`src/rtl/fetch_pkg.sv`:
```
// -----------------------------------------------------------------------------
// fetch_pkg
//   Shared types and constants for the instruction fetch unit.
//   fetch_state_t : fetch sequencer states (IDLE, RD_LO, RD_HI, DONE)
//   ADDR_W_DEF    : default PC / memory address width
//   IR_LH_LOW/HIGH: values of the IR half-select strobe
// -----------------------------------------------------------------------------
package fetch_pkg;

    localparam int ADDR_W_DEF = 16;

    localparam logic IR_LH_LOW  = 1'b0;
    localparam logic IR_LH_HIGH = 1'b1;

    typedef enum logic [1:0] {
        IDLE  = 2'd0,
        RD_LO = 2'd1,
        RD_HI = 2'd2,
        DONE  = 2'd3
    } fetch_state_t;

endpackage

```
`src/rtl/instr_fetch_unit_if.sv`:
```
// -----------------------------------------------------------------------------
// instr_fetch_unit_if
//   Memory read port plus instruction-register byte-load strobes.
//   master : the fetch unit (drives mem_rd, mem_addr, ir_write, ir_lh, ir_byte)
//   slave  : memory / IR side (drives mem_rdata, mem_ready)
//
//   Handshake: mem_rd is a request held high with mem_addr stable until a
//   cycle in which mem_ready=1; that cycle transfers mem_rdata. mem_ready
//   seen while mem_rd=0 carries no data and is ignored.
// -----------------------------------------------------------------------------
interface instr_fetch_unit_if #(
    parameter int ADDR_W = 16
);
    logic              mem_rd;
    logic [ADDR_W-1:0] mem_addr;
    logic [7:0]        mem_rdata;
    logic              mem_ready;
    logic              ir_write;
    logic              ir_lh;
    logic [7:0]        ir_byte;

    modport master (
        output mem_rd, mem_addr, ir_write, ir_lh, ir_byte,
        input  mem_rdata, mem_ready
    );

    modport slave (
        input  mem_rd, mem_addr, ir_write, ir_lh, ir_byte,
        output mem_rdata, mem_ready
    );
endinterface

```
`src/rtl/instr_fetch_unit_program_counter.sv`:
```
// -----------------------------------------------------------------------------
// program_counter
//   Holds the PC. load has priority over inc; increment wraps modulo 2^ADDR_W.
//   clk, rst  : clock, synchronous active-high reset (PC <= RESET_PC)
//   load      : load PC from load_val
//   load_val  : value to load
//   inc       : advance PC by one
//   pc        : current PC
// -----------------------------------------------------------------------------
module program_counter #(
    parameter int                ADDR_W   = 16,
    parameter logic [ADDR_W-1:0] RESET_PC = '0
) (
    input  logic              clk,
    input  logic              rst,
    input  logic              load,
    input  logic [ADDR_W-1:0] load_val,
    input  logic              inc,
    output logic [ADDR_W-1:0] pc
);
    logic [ADDR_W-1:0] pc_q, pc_d;

    always_comb begin
        pc_d = pc_q;
        if (load) begin
            pc_d = load_val;
        end else if (inc) begin
            pc_d = pc_q + ADDR_W'(1);
        end
    end

    always_ff @(posedge clk) begin
        if (rst) begin
            pc_q <= RESET_PC;
        end else begin
            pc_q <= pc_d;
        end
    end

    assign pc = pc_q;
endmodule

```
`src/rtl/instr_fetch_unit.sv`:
```
// -----------------------------------------------------------------------------
// instr_fetch_unit
//   Fetches one 16-bit instruction as two byte reads (low at PC, high at PC+1)
//   and strobes each byte straight into the instruction register.
//   clk, rst   : clock, synchronous active-high reset
//   bus        : memory port + IR strobes (instr_fetch_unit_if.master)
//   start      : request a fetch (IDLE only)
//   pc_load    : load PC from pc_in (IDLE only; combined with start the
//                fetch begins at pc_in)
//   pc_out     : current PC
//   busy       : state != IDLE
//   fetch_done : one-cycle pulse, instruction fully loaded
//   fetch_err  : one-cycle pulse after a timeout abort
//   dbg_state  : current FSM state
//
//   Optional feature, macro FETCH_TIMEOUT_EN: a per-byte wait counter aborts
//   the fetch after TIMEOUT_CYCLES cycles without mem_ready, restoring the PC
//   to the fetch start address. Without the macro the unit waits forever and
//   fetch_err is tied 0.
// -----------------------------------------------------------------------------
module instr_fetch_unit
    import fetch_pkg::*;
#(
    parameter int ADDR_W         = ADDR_W_DEF,
    parameter int RESET_PC       = 0,
    parameter int TIMEOUT_CYCLES = 15
) (
    input  logic               clk,
    input  logic               rst,
    instr_fetch_unit_if.master bus,
    input  logic               start,
    input  logic               pc_load,
    input  logic [ADDR_W-1:0]  pc_in,
    output logic [ADDR_W-1:0]  pc_out,
    output logic               busy,
    output logic               fetch_done,
    output logic               fetch_err,
    output fetch_state_t       dbg_state
);
    fetch_state_t      state_q, state_d;
    logic [ADDR_W-1:0] pc;
    logic              in_read;
    logic              byte_ok;
    logic              pc_load_en;
    logic              timeout_hit;
    logic              pc_ld;
    logic [ADDR_W-1:0] pc_ld_val;

    assign in_read    = (state_q == RD_LO) || (state_q == RD_HI);
    // A byte transfers only while a read is outstanding.
    assign byte_ok    = in_read && bus.mem_ready;
    assign pc_load_en = (state_q == IDLE) && pc_load;

`ifdef FETCH_TIMEOUT_EN
    localparam int CNT_W = $clog2(TIMEOUT_CYCLES + 1);

    logic [CNT_W-1:0]  wait_cnt_q, wait_cnt_d;
    logic [ADDR_W-1:0] pc_base_q, pc_base_d;
    logic              err_q, err_d;

    // wait_cnt counts wait cycles already spent on the current byte, so the
    // abort fires during the TIMEOUT_CYCLES-th consecutive wait cycle.
    assign timeout_hit = in_read && !bus.mem_ready
                         && (wait_cnt_q == CNT_W'(TIMEOUT_CYCLES - 1));

    always_comb begin
        wait_cnt_d = wait_cnt_q;
        pc_base_d  = pc_base_q;
        err_d      = timeout_hit;
        if (state_d != state_q) begin
            wait_cnt_d = '0;
        end else if (in_read && !bus.mem_ready) begin
            wait_cnt_d = wait_cnt_q + CNT_W'(1);
        end
        if ((state_q == IDLE) && start) begin
            pc_base_d = pc_load ? pc_in : pc;
        end
    end

    always_ff @(posedge clk) begin
        if (rst) begin
            wait_cnt_q <= '0;
            pc_base_q  <= ADDR_W'(RESET_PC);
            err_q      <= 1'b0;
        end else begin
            wait_cnt_q <= wait_cnt_d;
            pc_base_q  <= pc_base_d;
            err_q      <= err_d;
        end
    end

    assign fetch_err = err_q;
    assign pc_ld     = pc_load_en || timeout_hit;
    assign pc_ld_val = timeout_hit ? pc_base_q : pc_in;
`else
    logic unused_timeout_cfg;
    assign unused_timeout_cfg = (TIMEOUT_CYCLES != 0);
    assign timeout_hit        = 1'b0;
    assign fetch_err          = 1'b0;
    assign pc_ld              = pc_load_en;
    assign pc_ld_val          = pc_in;
`endif

    program_counter #(
        .ADDR_W   (ADDR_W),
        .RESET_PC (ADDR_W'(RESET_PC))
    ) u_pc (
        .clk      (clk),
        .rst      (rst),
        .load     (pc_ld),
        .load_val (pc_ld_val),
        .inc      (byte_ok),
        .pc       (pc)
    );

    // State register
    always_ff @(posedge clk) begin
        if (rst) begin
            state_q <= IDLE;
        end else begin
            state_q <= state_d;
        end
    end

    // Next-state logic
    always_comb begin
        state_d = state_q;
        case (state_q)
            IDLE:  if (start) state_d = RD_LO;
            RD_LO: if (bus.mem_ready) state_d = RD_HI;
                   else if (timeout_hit) state_d = IDLE;
            RD_HI: if (bus.mem_ready) state_d = DONE;
                   else if (timeout_hit) state_d = IDLE;
            DONE:  state_d = IDLE;
            default: state_d = IDLE;
        endcase
    end

    // Outputs; IR strobes are gated so nothing but pc_out is nonzero when idle.
    always_comb begin
        bus.mem_rd   = in_read;
        bus.mem_addr = in_read ? pc : '0;
        bus.ir_write = byte_ok;
        bus.ir_lh    = (byte_ok && (state_q == RD_HI)) ? IR_LH_HIGH : IR_LH_LOW;
        bus.ir_byte  = byte_ok ? bus.mem_rdata : 8'h00;
        busy         = (state_q != IDLE);
        fetch_done   = (state_q == DONE);
    end

    assign pc_out    = pc;
    assign dbg_state = state_q;
endmodule

```
`src/flat_wrapper.sv`:
```
// flat-port wrapper written by rule: the top's interface ports become plain ports
module instr_fetch_unit_flat import fetch_pkg::*;
#(
    parameter int ADDR_W         = ADDR_W_DEF,
    parameter int RESET_PC       = 0,
    parameter int TIMEOUT_CYCLES = 15
)
  (clk, rst, start, pc_load, pc_in, pc_out, busy, fetch_done, fetch_err, dbg_state, bus_mem_rd, bus_mem_addr, bus_ir_write, bus_ir_lh, bus_ir_byte, bus_mem_rdata, bus_mem_ready);
  instr_fetch_unit_if #(.ADDR_W(ADDR_W)) bus_i ();
  input  logic clk;
  input  logic rst;
  input  logic start;
  input  logic pc_load;
  input  logic [ADDR_W-1:0] pc_in;
  output logic [ADDR_W-1:0] pc_out;
  output logic busy;
  output logic fetch_done;
  output logic fetch_err;
  output fetch_state_t dbg_state;
  output wire logic [$bits(bus_i.mem_rd)-1:0] bus_mem_rd;
  output wire logic [$bits(bus_i.mem_addr)-1:0] bus_mem_addr;
  output wire logic [$bits(bus_i.ir_write)-1:0] bus_ir_write;
  output wire logic [$bits(bus_i.ir_lh)-1:0] bus_ir_lh;
  output wire logic [$bits(bus_i.ir_byte)-1:0] bus_ir_byte;
  input wire logic [$bits(bus_i.mem_rdata)-1:0] bus_mem_rdata;
  input wire logic [$bits(bus_i.mem_ready)-1:0] bus_mem_ready;
  assign bus_mem_rd = bus_i.mem_rd;
  assign bus_mem_addr = bus_i.mem_addr;
  assign bus_ir_write = bus_i.ir_write;
  assign bus_ir_lh = bus_i.ir_lh;
  assign bus_ir_byte = bus_i.ir_byte;
  assign bus_i.mem_rdata = bus_mem_rdata;
  assign bus_i.mem_ready = bus_mem_ready;
  instr_fetch_unit #(.ADDR_W(ADDR_W), .RESET_PC(RESET_PC), .TIMEOUT_CYCLES(TIMEOUT_CYCLES)) u_core (.clk(clk), .rst(rst), .bus(bus_i), .start(start), .pc_load(pc_load), .pc_in(pc_in), .pc_out(pc_out), .busy(busy), .fetch_done(fetch_done), .fetch_err(fetch_err), .dbg_state(dbg_state));
endmodule
```
`config.mk`:
```
export PLATFORM = sky130hd
export DESIGN_NAME = instr_fetch_unit_flat
export DESIGN_NICKNAME = d
export VERILOG_FILES = /design/src/rtl/fetch_pkg.sv /design/src/rtl/instr_fetch_unit_if.sv /design/src/rtl/instr_fetch_unit_program_counter.sv /design/src/rtl/instr_fetch_unit.sv /design/src/flat_wrapper.sv
export SDC_FILE = /design/constraint.sdc
export NUM_CORES = 1
export LEC_CHECK = 0
export BUFFER_PORTS_ARGS = -buffer_cell sky130_fd_sc_hd__buf_2
export CORE_UTILIZATION = 30
export DETAILED_ROUTE_END_ITERATION = 6
export GPL_TIMING_DRIVEN = 1
export PLACE_DENSITY = 0.6
export SYNTH_ARGS = -nofsm -noshare
export SYNTH_HDL_FRONTEND = slang
export SYNTH_HIERARCHICAL = 1
export SYNTH_SLANG_ARGS = --single-unit
```
`constraint.sdc`:
```
create_clock -name clk -period 4 [get_ports clk]
set_clock_uncertainty 0.05 [all_clocks]
set_input_delay 0.8 -clock clk [delete_from_list [all_inputs] [get_ports clk]]
set_output_delay 0.8 -clock clk [all_outputs]
set_load 0.01 [all_outputs]
```
==> results of run 1 <==
-- final cells by class --
type	count	area, sq um
clock buffers	3	41.29
fillers	483	2590
inverters	17	63.81
multi-input cells	117	888.4
flip-flops and latches	18	360.3
well taps	52	65.06
repair buffers	75	375.4
-- cell usage in the layout (no fill, tap or decap), types with 4 or more instances in the layout --
cell,n
sky130_fd_sc_hd__and3_1,9
sky130_fd_sc_hd__a21oi_1,13
sky130_fd_sc_hd__ha_1,7
sky130_fd_sc_hd__inv_1,17
sky130_fd_sc_hd__nand4_1,4
sky130_fd_sc_hd__buf_2,75
sky130_fd_sc_hd__nor4_2,4
sky130_fd_sc_hd__and2_1,18
sky130_fd_sc_hd__nand2_1,5
sky130_fd_sc_hd__nor3_1,4
sky130_fd_sc_hd__nor2_1,8
sky130_fd_sc_hd__o21a_1,10
sky130_fd_sc_hd__xor2_1,9
sky130_fd_sc_hd__mux2i_1,4
sky130_fd_sc_hd__xnor2_1,5
sky130_fd_sc_hd__dfxtp_1,18
-- synth_stat cells (4+ instances only) --
| cell type | instances | share of area, % |
|---|---|---|
| sky130_fd_sc_hd__nor4_2 | 4 | 3.6 |
| sky130_fd_sc_hd__dfxtp_1 | 18 | 26 |
| sky130_fd_sc_hd__xnor2_1 | 5 | 3.2 |
| sky130_fd_sc_hd__inv_1 | 17 | 4.6 |
| sky130_fd_sc_hd__o21a_1 | 10 | 5.5 |
| sky130_fd_sc_hd__nor3_1 | 4 | 1.5 |
| sky130_fd_sc_hd__mux2i_1 | 4 | 2.9 |
| sky130_fd_sc_hd__nand4_1 | 4 | 1.8 |
| sky130_fd_sc_hd__clkbuf_1 | 6 | 1.6 |
| sky130_fd_sc_hd__ha_1 | 7 | 6.4 |
| sky130_fd_sc_hd__nor2_1 | 8 | 2.2 |
| sky130_fd_sc_hd__nand2_1 | 5 | 1.4 |
| sky130_fd_sc_hd__a21oi_1 | 13 | 4.7 |
| sky130_fd_sc_hd__and3_1 | 9 | 4.1 |
| sky130_fd_sc_hd__xor2_1 | 9 | 5.7 |
| sky130_fd_sc_hd__and2_1 | 18 | 8.2 |
-- state kept, by name, indices dropped and copies added, names as in the netlist --
name / count
u_core/dbg_state: 2
u_core/u_pc/pc: 16
-- worst max-delay path: stages, from the launching register on --
cell,delay (ns)
sky130_fd_sc_hd__dfxtp_1,0.41
sky130_fd_sc_hd__inv_1,0.12
sky130_fd_sc_hd__ha_1,0.72
sky130_fd_sc_hd__and2_1,0.44
sky130_fd_sc_hd__buf_2,0.21
-- logic make-up (layout without fill, tap and decap cells) --
group                    count (synthesis)  after routing  synth area share [%]
XOR/XNOR                                14             14                 8.917
flip-flops                              18             18                 26.21
other                                    1              1                0.2727
adder cells (fa/ha/maj)                  7              7                 6.369
AO/OA/AOI/OAI                           30             30                 15.01
multiplexers                             4              4                 2.912
AND/OR/NAND/NOR                         61             61                 31.12
buffers and inverters                   28             95                 9.190
-- through the flow --
| stage | utilization, % | total power (uW) | std cells |
|---|---|---|---|
| floorplan | - | 628.0 | 163 |
| global placement | 39.98 | 787.8 | 279 |
| detailed placement | 39.98 | 792.6 | 279 |
| CTS | 40.92 | 923.5 | 282 |
| global route | 40.92 | 987.7 | 282 |
| finish | 40.92 | 903.3 | 282 |
-- routing by layer --
| layer | vias up | track usage (%) | share of wire (%) |
|---|---|---|---|
| li1 | 683 | - | - |
| met1 | 554 | 19.77 | 48 |
| met2 | 37 | 22.65 | 46 |
| met3 | 2 | 2.762 | 5.8 |
| met4 | 0 | 4.667 | 0.72 |
| met5 | - | 0 | 0 |
-- where the power goes --
part | switching (uW) | total, uW | internal [uW]
registers | 83.5 | 316 | 232
clock network | 57.6 | 124 | 66.8
logic | 259 | 463 | 204
total | 400 | 903 | 503
-- worst paths after layout --
| check | startpoint | end | slack [ns] | depth (start not counted) |
|---|---|---|---|---|
| setup / recovery | u_core/dbg_state[0] | bus_ir_write | 0.99 | 4 |
| hold / removal | u_core/dbg_state[0] | u_core/dbg_state[0] | 0.52 | 2 |
| setup reg to reg | u_core/dbg_state[0] | u_core/u_pc/pc[5] | 1.20 | 7 |
| hold reg to reg | u_core/dbg_state[0] | u_core/dbg_state[0] | 0.52 | 2 |
==> out/results.ini, run 1 <==
[run_status]
status=finished, final reports clean

[yosys]
netlist_area_before_placement_sq_um=1375
syn-num-nets=199
ys_seq_elements=18
postSynthCellCount=163
count_of_unique_library_cells_instantiated_by_yosys=32
dominantRegCellSynth=sky130_fd_sc_hd__dfxtp_1
synth_async_sr_flop_share_pct=0
yosysSeqAreaShare_pct=26.21
synth-warning-count=6
avgSynthCellArea_sq_um=8.436
synth_enable_flop_cells=0

[route]
dr_vias_cell=4.525
remaining_drcs=0
drt_first_pass_iters=4
ant_nets=0
detail_route.wl_per_cell_um=11.76
detail_route.iter0.violations=37
wl_um=3315
route.vias.total=1276

[floorplan]
core_area_sq_um=4384
number_of_core_rows=24
height_of_the_chip_um=69.70
dieArea_sq_um=4858
die_width_um=69.70
floorplan.initialDensity_pct=31.36
ios=77

[timing]
grt_setup_unrepaired=no
final-setup-viol-count=0
report.final.slew_viol_count=0
min_period_ns=3.008
fin_worst_hold_slack_ns=0.5166
final_worst_path_cycle_share_pct=75.20
totalNegativeSetupSlack_ns=0
hold_viol=0
slew_headroom_pct=30.11
worst_slew_pin_slew_ns=1.048
final.setup.worst_slack_ns=0.9921
peak_clock_frequency_supported_by_timing_mhz=332.5

[job]
drv.max_cap_violation_count=0

[placed_design]
place_congestion=0.7579
hpwlAfterDp_um=2482
placed_cell_area_sq_um=1753
post-place-ws_ns=1.174
portBuffers=75

[clock_tree]
cts_hold_repair.buffers=0
worst_setup_hold_path_clk_slew_ns=0.07
cts_sinks=18
post_cts_resized=0
worst_skew_pair.late_latency_ns=0.25
ctsRootBufferMaster=sky130_fd_sc_hd__clkbuf_8
cts_tree=built
post_cts_setup_repair_buffer_count=0
cts_made_buffers=3
cts_buffer_depth=2
number_of_h_tree_levels=1

[pwr]
power.density_cell_area_nw_per_um2=503.4
worst_ir_drop_vdd_mv=0.2117
static_leakage_uw=0.001003

[critical_path]
cp.required_ns=3.15
arrival_ns=2.16
end_kind=output port
criticalPathCategory=register to output port
cp_max_fo=28
critPathLaunchType=register

[finish]
layout_cells_sized_above_1_pct=38.70
area_growth_pct=30.48
antenna_cells_inserted=0
fin_area_sq_um=1794
design.final.nets=268

[worst_hold_path]
worst_hold_path_type=register to register

[grt]
antenna_found_initial=0
global_route_usage_sum_pct=14.39
grt_pass1_vias=1179
grt_first_pass_wirelength_um=5685
grt_overflow=0
grt_max_degree=30

(Power assumes the default switching activity.)
==> inputs of run 2 (changes only) <==
- PLACE_DENSITY: 0.6 -> 0.62
- clock period: 4 -> 2.4 ns (I/O delays scaled with it)
==> run 2 against run 1 <==
Flip-flop and latch count did not move; register-to-register slack worse by 0.85 ns; cell area up 2.0%; count of clock-buffer cells in the layout did not move; highest routed layer unchanged; global-route usage down 0.69 points; setup slack got worse by 0.71 ns; non-clock buffer count is 3 higher; sequential power rose by 67%; power is 72% higher; critical path depth is 1 higher; sequential share of layout area decreased by 0.33 points; via count rose by 1.5%.
==> out/results.ini, run 2 (synthesized netlist as in run 1, its figures left out) <==
[timing]
totalNegativeSetupSlack_ns=0  ; unchanged
hold_viol=0  ; unchanged
min_period_ns=2.117
peak_clock_frequency_supported_by_timing_mhz=472.4
final_worst_path_cycle_share_pct=88.21
final-setup-viol-count=0  ; unchanged
report.final.slew_viol_count=0  ; unchanged
grt_setup_unrepaired=no

[critical_path]
critPathLaunchType=register
cp.required_ns=1.87  ; -1.28 ns
arrival_ns=1.59  ; -0.57 ns
end_kind=output port
cp_max_fo=27  ; -3.6%
criticalPathCategory=register to output port
worst_path_max_delay_cell=sky130_fd_sc_hd__dfxtp_1
critPathMaxStageDelay_ns=0.39  ; -0.33 ns
timing.critical_path.cells=inv_1 > ha_4 > buf_4 > and3_1 > buf_2

[placed_design]
placed_cell_area_sq_um=1789  ; +2.1%
place_congestion=0.6970  ; -8.0%
hpwlAfterDp_um=2483  ; about the same
portBuffers=75  ; unchanged
placed_cells=282  ; +1.1%

[route]
detail_route.iter0.violations=50  ; +35%
routed-wl-met2_um=1469  ; -2.9%
ant_nets=0  ; unchanged
route.vias.total=1295  ; +1.5%
wl_met3_um=220  ; +15%
detail_route.wl_per_cell_um=11.69  ; -0.55%
route.top_layer_used=met4
drt_first_pass_iters=4  ; unchanged
wl_um=3332  ; +0.51%
remaining_drcs=0  ; unchanged
dr_vias_cell=4.544  ; +0.42%
routedLengthMet1_um=1630  ; +2.8%

[clock_tree]
cts_buffer_depth=2  ; unchanged
worst_skew_pair.late_latency_ns=0.25  ; about the same
post_cts_setup_repair_buffer_count=0  ; unchanged
ctsRootBufferMaster=sky130_fd_sc_hd__clkbuf_8
cts_made_buffers=3  ; unchanged
worst_setup_hold_path_clk_slew_ns=0.07  ; about the same
number_of_h_tree_levels=1  ; unchanged
cts_tree=built
cts_hold_repair.buffers=0  ; unchanged
post_cts_resized=0  ; unchanged
cts_sinks=18  ; unchanged

[finish]
fin_area_sq_um=1831  ; +2.0%
layout.cells.most_common=sky130_fd_sc_hd__buf_2
utilization_pct=41.75  ; +0.83 points
antenna_cells_inserted=0  ; unchanged
final-instance-count-excl-fill=285  ; +1.1%
area_growth_pct=33.12
layout_cells_sized_above_1_pct=40.34  ; +1.6 points
design.final.nets=271  ; +1.1%
most_frequent_cells_in_the_layout=75 x sky130_fd_sc_hd__buf_2, 18 x sky130_fd_sc_hd__and2_1, 17 x sky130_fd_sc_hd__inv_1, 17 x sky130_fd_sc_hd__dfxtp_1, 13 x sky130_fd_sc_hd__a21oi_1
largest_register_ffs=16  ; unchanged

[job]
drv.max_cap_violation_count=0  ; unchanged

[worst_hold_path]
worst_hold_path_type=primary input to register

[floorplan]
number_of_core_rows=24  ; unchanged
ios=77  ; unchanged
height_of_the_chip_um=69.70  ; unchanged
dieArea_sq_um=4858  ; unchanged
core_area_sq_um=4384  ; unchanged
die_width_um=69.70  ; unchanged
floorplan.initialDensity_pct=31.36  ; unchanged

[grt]
global_route_usage_sum_pct=13.70  ; -0.69 points
grt_first_pass_wirelength_um=5395  ; -5.1%
grt_pass1_vias=1110  ; -5.9%
grt_max_degree=30  ; unchanged
antenna_found_initial=0  ; unchanged
grt_overflow=0  ; unchanged

[pwr]
static_leakage_uw=0.001019  ; +1.7%
worst_ir_drop_vdd_mv=0.3186  ; +50%
power.density_cell_area_nw_per_um2=850.0  ; +69%
p_total_uw=1556  ; +72%

[run_status]
status=finished, final reports clean

[run 2: cell types whose count changed in the layout (fill, tap and decap cells not counted)]
cell                      delta
sky130_fd_sc_hd__dfxtp_2     +1
sky130_fd_sc_hd__dfxtp_1     -1
sky130_fd_sc_hd__buf_4       +3
sky130_fd_sc_hd__ha_4        +1
sky130_fd_sc_hd__ha_1        -1
[run 2: critical path: cells and delay by family, from the launching register on]
| kind | cells | cell delay (ns) |
|---|---|---|
| adder cells (fa/ha/maj) | 1 | 0.28 |
| AND/OR/NAND/NOR | 1 | 0.18 |
| flip-flops | 1 | 0.39 |
| buffers and inverters | 3 | 0.48 |
[run 2: final timing paths]
path,slack [ns],cells after the start,startpoint,to
worst max-delay path,0.28,5,u_core/dbg_state[1],bus_ir_byte[4]
worst min-delay path,0.41,3,pc_in[1],u_core/u_pc/pc[1]
worst max register to register,0.35,7,u_core/dbg_state[1],u_core/u_pc/pc[5]
worst min register to register,0.49,2,u_core/dbg_state[0],u_core/dbg_state[0]
[run 2: layout make-up]
cell class                 instances  area [sq um]
inverter                          17         63.81
fill                             476          2554
clock buffer                       3         41.29
sequential                        18         361.6
timing repair buffer              78         397.9
tap                               52         65.06
multi-input combinational        117         900.9
[run 2: layer usage]
metal | GRT usage [%] | vias to the layer above
met3 | 4.215 | 2
met4 | 1.333 | 0
met1 | 18.63 | 564
met5 | 0 | -
met2 | 22.11 | 42
li1 | - | 687
[run 2: per-stage QoR]
stage | hold slack (ns) | setup slack, ns
after CTS | 0.4126 | 0.2310
final | 0.4130 | 0.2829
after detailed placement | 0.4826 | 0.3428
after global routing | 0.4182 | 0.1123
after floorplan | 0.4680 | 0.06657
after global placement | 0.4664 | 0.4285
[run 2: report_power, final]
part           internal (uW)  leakage [uW]  switching, uW  total [uW]
combinational            372      0.000849            444         816
sequential               389      0.000149            140         529
clock                    111     0.0000216           99.6         211
